==> src/rtl/serial_subtractor.sv <==
`default_nettype none
// ============================================================================
// Module   : serial_subtractor
// Purpose  : Bit-serial two's-complement subtractor. It computes a - b one bit
//            per clock, LSB first, using one full-subtractor cell and a
//            registered borrow. Operands are loaded with a start/done
//            handshake. Results stay stable between operations.
// Ports    : clk    - rising-edge clock
//            rst_n  - asynchronous active-low reset
//            start  - request a subtraction (sampled only in IDLE)
//            a, b   - minuend / subtrahend, captured on the accepting edge
//            busy   - high while bits are being processed
//            done   - one-cycle pulse; results valid from this cycle on
//            diff   - a - b modulo 2^WIDTH
//            bout   - unsigned borrow out (a < b)
//            ovf    - signed overflow of the subtraction
// Revision : 1.0 - initial release
// ============================================================================
module serial_subtractor #(
    parameter int WIDTH = 8
) (
    input  logic             clk,
    input  logic             rst_n,
    input  logic             start,
    input  logic [WIDTH-1:0] a,
    input  logic [WIDTH-1:0] b,
    output logic             busy,
    output logic             done,
    output logic [WIDTH-1:0] diff,
    output logic             bout,
    output logic             ovf
);

    localparam int c_CW = (WIDTH > 1) ? $clog2(WIDTH) : 1;

    localparam logic [1:0] c_IDLE = 2'd0;
    localparam logic [1:0] c_RUN  = 2'd1;
    localparam logic [1:0] c_DONE = 2'd2;

    localparam logic [c_CW-1:0] c_CNT_LAST = c_CW'(WIDTH - 1);
    localparam logic [c_CW-1:0] c_CNT_ONE  = c_CW'(1);

    logic [1:0]       r_state;
    logic [WIDTH-1:0] r_sa;
    logic [WIDTH-1:0] r_sb;
    // Holds only the WIDTH-1 most recent difference bits. The final bit comes
    // straight from the cell on the completion edge, so no bit is stored
    // that is never read.
    logic [WIDTH-2:0] r_res;
    logic             r_br;
    logic [c_CW-1:0]  r_cnt;
    logic             r_sign_a;
    logic             r_sign_b;
    logic [WIDTH-1:0] r_diff;
    logic             r_bout;
    logic             r_ovf;

    logic             w_d;
    logic             w_br_next;
    logic             w_last;
    logic [WIDTH-1:0] w_shift;

    // Full-subtractor cell on the current LSBs
    assign w_d       = r_sa[0] ^ r_sb[0] ^ r_br;
    assign w_br_next = (~r_sa[0] & r_sb[0]) | (~(r_sa[0] ^ r_sb[0]) & r_br);
    assign w_last    = (r_cnt == c_CNT_LAST);
    // Result register after shifting the new bit into its MSB
    assign w_shift   = {w_d, r_res};

    always_ff @(posedge clk or negedge rst_n) begin
        if (!rst_n) begin
            r_state  <= c_IDLE;
            r_sa     <= '0;
            r_sb     <= '0;
            r_res    <= '0;
            r_br     <= 1'b0;
            r_cnt    <= '0;
            r_sign_a <= 1'b0;
            r_sign_b <= 1'b0;
            r_diff   <= '0;
            r_bout   <= 1'b0;
            r_ovf    <= 1'b0;
        end else begin
            case (r_state)
                c_IDLE: begin
                    if (start) begin
                        r_sa     <= a;
                        r_sb     <= b;
                        r_br     <= 1'b0;
                        r_cnt    <= '0;
                        r_sign_a <= a[WIDTH-1];
                        r_sign_b <= b[WIDTH-1];
                        r_state  <= c_RUN;
                    end
                end
                c_RUN: begin
                    r_sa  <= r_sa >> 1;
                    r_sb  <= r_sb >> 1;
                    r_br  <= w_br_next;
                    r_res <= w_shift[WIDTH-1:1];
                    if (w_last) begin
                        // Counter is parked at zero instead of wrapping
                        r_cnt   <= '0;
                        r_diff  <= w_shift;
                        r_bout  <= w_br_next;
                        r_ovf   <= (r_sign_a ^ r_sign_b) & (w_d ^ r_sign_a);
                        r_state <= c_DONE;
                    end else begin
                        r_cnt <= r_cnt + c_CNT_ONE;
                    end
                end
                c_DONE: begin
                    r_state <= c_IDLE;
                end
                default: begin
                    r_state <= c_IDLE;
                end
            endcase
        end
    end

    assign busy = (r_state == c_RUN);
    assign done = (r_state == c_DONE);
    assign diff = r_diff;
    assign bout = r_bout;
    assign ovf  = r_ovf;

endmodule
`default_nettype wire
==> config.mk <==
export PLATFORM = sky130hd
export DESIGN_NAME = serial_subtractor
export DESIGN_NICKNAME = d
export VERILOG_FILES = /design/src/rtl/serial_subtractor.sv
export SDC_FILE = /design/constraint.sdc
export NUM_CORES = 1
export LEC_CHECK = 0
export ABC_CLOCK_PERIOD_IN_PS = 1800
export BUFFER_PORTS_ARGS = -buffer_cell sky130_fd_sc_hd__buf_4
export CAP_MARGIN = 30
export CORE_ASPECT_RATIO = 1.4
export CORE_MARGIN = 5
export CORE_UTILIZATION = 45
export DETAILED_ROUTE_END_ITERATION = 6
export PLACE_DENSITY = 0.73
export SYNTH_ARGS = -nofsm -noshare
export SYNTH_HDL_FRONTEND = slang
export SYNTH_SLANG_ARGS = --single-unit
==> constraint.sdc <==
create_clock -name clk -period 1.8 [get_ports clk]
set_input_delay 0.54 -clock clk [delete_from_list [all_inputs] [get_ports clk]]
set_output_delay 0.54 -clock clk [all_outputs]
set_load 0.02 [all_outputs]
==> reports/metrics.yaml, run 1 <==
cts_tree: "built"
dp.cells: 214
synth_top_family_by_area: "compound AO/OA/AOI/OAI gates"
setup_viol: 0
antenna_found_initial: 0
port_buffers: 30
root_buffer: "clkbuf_8"
synth-warning-count: 0
synthTopCellsByArea: "dfrtp_1, mux2_2, a22oi_1, o21ai_0, nand2_1"
clkLatencyLatePin_ns: 0.29
synth_edf_count: 0
synth_xor_area_frac: 0
postRouteWirelength_um: 3350
critPathMaxFanout: 11
fmax_mhz: 588
min_path_type: "input port to asynchronous set/reset pin"
drt_iter0_drc: 37
slew_violations: 0
holdBufCountCts: 0
grtUsageTotal: 0.141
avgSynthCellArea_um2: 12.0
worst_setup_path_end_kind: "output port"
ff2ff_path_depth: 4
htree_levels: 2
r2r_setup_slack_ns: 0.19
period_needed_ns: 1.70
postCtsSetupBuffers: 0
yosysSeqAreaShare: 0.595
yosys.area.top_type_share: 0.595
crit_buf_inv: 2
timing.rr.end: "diff[0]"
synth_common_cells: "dfrtp_1, nand2_1, o21ai_0, a22oi_1, mux2_2"
crit_type: "flop to output port"
path_cells: "nand2_1 -> inv_2 -> buf_4"
max_cap_viol_count: 0
grt_pass1_vias: 1305
crit_cells: 3
antenna_left: 0
core_um2: 3680
cp-start-kind: "flop"
maxSlewHeadroom: 0.648
synth-seq-cells: 41
path_clk_slew_ns: 0.08
die_width_um: 62.3
synth_most_common_cell: "dfrtp_1"
fin_worst_hold_slack_ns: 0.206
rows: 26
die_y_um: 83.2
drtPass1Iterations: 4
nets: 201
critPathTopFamily: "flip-flops"
synth-adder-area-share: 0.0261
diodes: 0
ys.flop_type: "dfrtp_1"
async_flop_share: 1.00
muxShareOfSynthArea: 0.111
syn_area_um2: 1720
num_vias: 1185
slowest_stage: "dfrtp_2"
power_density_nw_per_um2: 1760
dp_hpwl_um: 2490
worstReg2RegStart: "r_cnt[0]"
synth_compound_area_frac: 0.146
cts_made_buffers: 5
areaGrowthSynthToFinish_pct: 23.1
yosysTopAreaCell: "dfrtp_1"
crit_start: "r_state[0]"
worst_slew_pin_slew_ns: 0.526
drive_above_1_share: 0.333
clockBufferDepth: 2
cp.arrival_ns: 1.16
vias_per_cell: 5.34
synth_cell_types: 25
required_ns: 1.26
gp_congestion: 0.734
drt-wirelength-per-cell_um: 15.1
outcome: "finished clean"
cts_num_sinks: 41
p_leak_nw: 0.988
die_area_um2: 5180
crit_path_end: "busy"
grt_overflow: 0
setup_tns_ns: 0
finClkSkew_ns: 0.00666
fin_area_um2: 2120
grt_max_degree: 42
nFillCells: 329
vdd_drop_max_mv: 1.15
place_area_um2: 2000
synth_nets: 166
min_period_over_period: 0.945
drc: 0
stdcell_count: 222
max_stage_delay_ns: 0.49
start_util: 0.469
grt_pass1_wl_um: 6020
hold_viol: 0
grt_setup_unrepaired: "false"
synth-simple-area-share: 0.0857
io-pin-count: 31
synth_cells: 144
==> cell families after synthesis <==
kind of cell,Yosys count
adders and majority gates,3
AOI/OAI and AO/OA,40
and+or+nand+nor,30
buffers and inverters,13
muxes,17
DFF,41
==> per-layer routing <==
metal,vias to the layer above,track usage,routed length [µm]
li1,573,-,-
met1,581,0.162,1410
met2,26,0.237,1720
met3,5,0.0595,186
met4,0,0.0405,38
met5,-,0,0
==> how the worst min path moves through the flow <==
stage | slack, ns | endpoint
CTS | 0.22 | r_sa[4]
floorplan | 0.24 | bout
detailed placement | 0.48 | r_sa[5]
global placement | 0.46 | r_sa[5]
finish | 0.21 | r_sa[4]
global route | 0.24 | r_sa[3]
==> sequential cells by signal, indices dropped and copies added (netlist names), 2 cells and up <==
signal / cells
diff: 8
r_cnt: 3
r_state: 2
r_sa: 8
r_res: 7
r_sb: 8
==> power by group <==
group / leakage [nW] / total [mW] / internal, mW / switching [mW]
logic: 0.416 / 1.37 / 0.689 / 0.679
registers: 0.515 / 1.61 / 1.34 / 0.266
clock network: 0.0574 / 0.764 / 0.451 / 0.314
==> repair_timing <==
action | in CTS | in global routing
resized for setup | 1 | 0
setup endpoints to repair | 1 | 0
endpoints found under the hold margin | 0 | 0
==> cell usage in the layout, fill, tap and decap left out, drive strengths merged <==
master,netlist,layout
dfrtp,41,41
buf,6,35
nand2,20,20
o21ai,18,18
mux2,17,17
a22oi,12,12
clkbuf,1,6
inv,6,6
a21oi,4,4
a22o,3,3
nor2b,3,3
nor2,2,2
and3b,2,2
nor3b,2,2
ha,2,2
o21bai,1,1
nand3b,1,1
a31oi,1,1
o31ai,1,1
fa,1,1
bufinv,0,1
clkinvlp,0,1
==> final cells by class <==
cell class | count | area, µm² | area share
flip-flops and latches | 41 | 1030 | 0.484
multi-input cells | 90 | 636 | 0.300
repair buffers | 35 | 263 | 0.124
clock buffers | 6 | 82.6 | 0.0389
well taps | 42 | 52.6 | 0.0248
clock inverters | 2 | 37.5 | 0.0177
inverters | 6 | 22.5 | 0.0106
==> metrics by stage <==
stage               utilization  setup WS, ns  power, mW
floorplan                     -         0.208       2.49
global route              0.577        0.0504       4.00
finish                    0.577        0.0997       3.74
detailed placement        0.544         0.179       3.02
CTS                       0.577        0.0853       3.80
global placement          0.544         0.237       2.93
No activity file was read; power rests on OpenSTA's default activity.
==> run 2, diff against run 1 <==
--- a/config.mk
+++ b/config.mk
@@ -12,7 +12,7 @@
 export CORE_MARGIN = 5
 export CORE_UTILIZATION = 45
 export DETAILED_ROUTE_END_ITERATION = 6
-export PLACE_DENSITY = 0.73
+export PLACE_DENSITY = 0.71
 export SYNTH_ARGS = -nofsm -noshare
 export SYNTH_HDL_FRONTEND = slang
 export SYNTH_SLANG_ARGS = --single-unit
==> run 2 against run 1 <==
Compared with the run above:
- cell area rose by 0.59%
- via count up 1.4%
- clock skew shrank 0.0014 ns
- register-to-register slack improved by 0.02 ns
- highest routed layer unchanged
==> reports/metrics.yaml, run 2 (synthesized netlist as in run 1, its figures left out) <==
drive_above_1_share: 0.353
worst_setup_path_end_kind: "output port"
die_area_um2: 5180
finClkSkew_ns: 0.00529
clkLatencyLatePin_ns: 0.29
core_um2: 3680
grt_pass1_vias: 1334
switching_share: 0.344
clockBufferDepth: 2
port_buffers: 30
grt_setup_unrepaired: "false"
grt_max_degree: 42
slowest_stage: "dfrtp_2"
maxSlewHeadroom: 0.671
dp.cells: 216
start_util: 0.469
path_cells: "inv_1 -> nand2_1 -> inv_2 -> buf_4"
gp_congestion: 0.732
max_stage_delay_ns: 0.41
place_area_um2: 2010
comb_power_share: 0.385
setup_viol: 0
hold_viol: 0
die_y_um: 83.2
setup_tns_ns: 0
mostFrequentLayoutCells: "dfrtp_1, buf_4, nand2_1"
multiInputGateArea_um2: 636
antenna_found_initial: 0
diodes: 0
die_width_um: 62.3
power.switching_mw: 1.26
seq_area_um2: 1030
vias_per_cell: 5.31
htree_levels: 2
clkPwrFrac: 0.178
max_cap_viol_count: 0
cts_tree: "built"
min_period_over_period: 0.923
cp-start-kind: "flop"
crit_type: "flop to output port"
postRouteWirelength_um: 3430
cts_num_sinks: 41
worst_slew_pin_slew_ns: 0.494
drc: 0
fin_area_um2: 2130
place_ws_ns: 0.205
vdd_drop_max_mv: 1.14
drt_iter0_drc: 37
fmax_mhz: 602
stdcell_count: 226
cp.arrival_ns: 1.12
nFillCells: 333
root_buffer: "clkbuf_8"
dp_hpwl_um: 2490
drtPass1Iterations: 4
grt_overflow: 0
grt_pass1_wl_um: 6020
r2r_setup_slack_ns: 0.21
crit_buf_inv: 3
seq_power_share: 0.436
num_vias: 1201
drt-wirelength-per-cell_um: 15.2
areaGrowthSynthToFinish_pct: 23.8
cts_made_buffers: 5
critPathTopFamily: "flip-flops"
holdBufCountCts: 0
worst_slack_ns: 0.139
slew_violations: 0
antenna_left: 0
outcome: "finished clean"
min_path_type: "input port to asynchronous set/reset pin"
path_clk_slew_ns: 0.08
p_leak_nw: 1.00
rows: 26
fin_worst_hold_slack_ns: 0.207
power_density_nw_per_um2: 1720
power.internal_mw: 2.40
critPathMaxFanout: 3
nets: 205
io-pin-count: 31
grtUsageTotal: 0.141
period_needed_ns: 1.66
required_ns: 1.26
==> run 2: cell count changes in the layout (fill, tap and decap cells not counted), sizes merged <==
cell      before  now
buf           35   39
clkinvlp       1    0
bufinv         1    0
clkbuf         6    7
clkinv         0    1
==> run 2: stage by stage <==
| step | total power [mW] | utilization |
|---|---|---|
| 3_3_place_gp | 2.95 | 0.548 |
| 3_5_place_dp | 3.04 | 0.548 |
| 4_1_cts | 3.69 | 0.576 |
| 2_1_floorplan | 2.49 | - |
| 6_report | 3.66 | 0.580 |
| 5_1_grt | 3.93 | 0.580 |
==> run 2: final timing paths <==
path                             from          to  cells past startpoint
setup / recovery           r_state[1]        busy                      4
hold / removal                  rst_n     r_sa[2]                      1
setup reg to reg             r_cnt[0]     diff[3]                      4
hold reg to reg                  r_br        r_br                      2
max in group asynchronous       rst_n  r_state[1]                      1
min in group clk                 a[7]     r_sa[7]                      2
==> run 2: area by class of cell <==
class | instances | area share
Sequential cell | 41 | 0.482
Tap cell | 42 | 0.0246
Clock inverter | 1 | 0.00235
Multi-Input combinational cell | 90 | 0.298
Timing Repair Buffer | 39 | 0.137
Clock buffer | 7 | 0.0452
Inverter | 6 | 0.0106
==> run 2: worst reg2reg max path, delay by kind of cell (launching register included) <==
kind          cells  cell delay [ns]
simple gates      1             0.28
fa+ha+maj         2             0.42
mux               1             0.37
flops             1             0.40
==> run 2: layer usage <==
metal | track usage | vias up | part of all wire
met5 | 0 | - | 0
met4 | 0.0521 | 0 | 0.015
met3 | 0.0527 | 5 | 0.058
met2 | 0.235 | 26 | 0.50
met1 | 0.163 | 589 | 0.42
li1 | - | 581 | -
==> run 2: repair_timing <==
action / in CTS / in global routing
gates cloned: 0 / 0
setup endpoints to repair: 2 / 1
resized for setup: 1 / 1
buffers inserted: 0 / 2
==> run 2: power groups by stage <==
stage               registers [mW]  logic (mW)  clock network (mW)
CTS                           1.61        1.42               0.668
detailed placement            1.62        1.41                   0
global route                  1.66        1.56               0.707
floorplan                     1.67       0.827                   0
finish                        1.60        1.41               0.654
global placement              1.59        1.36                   0
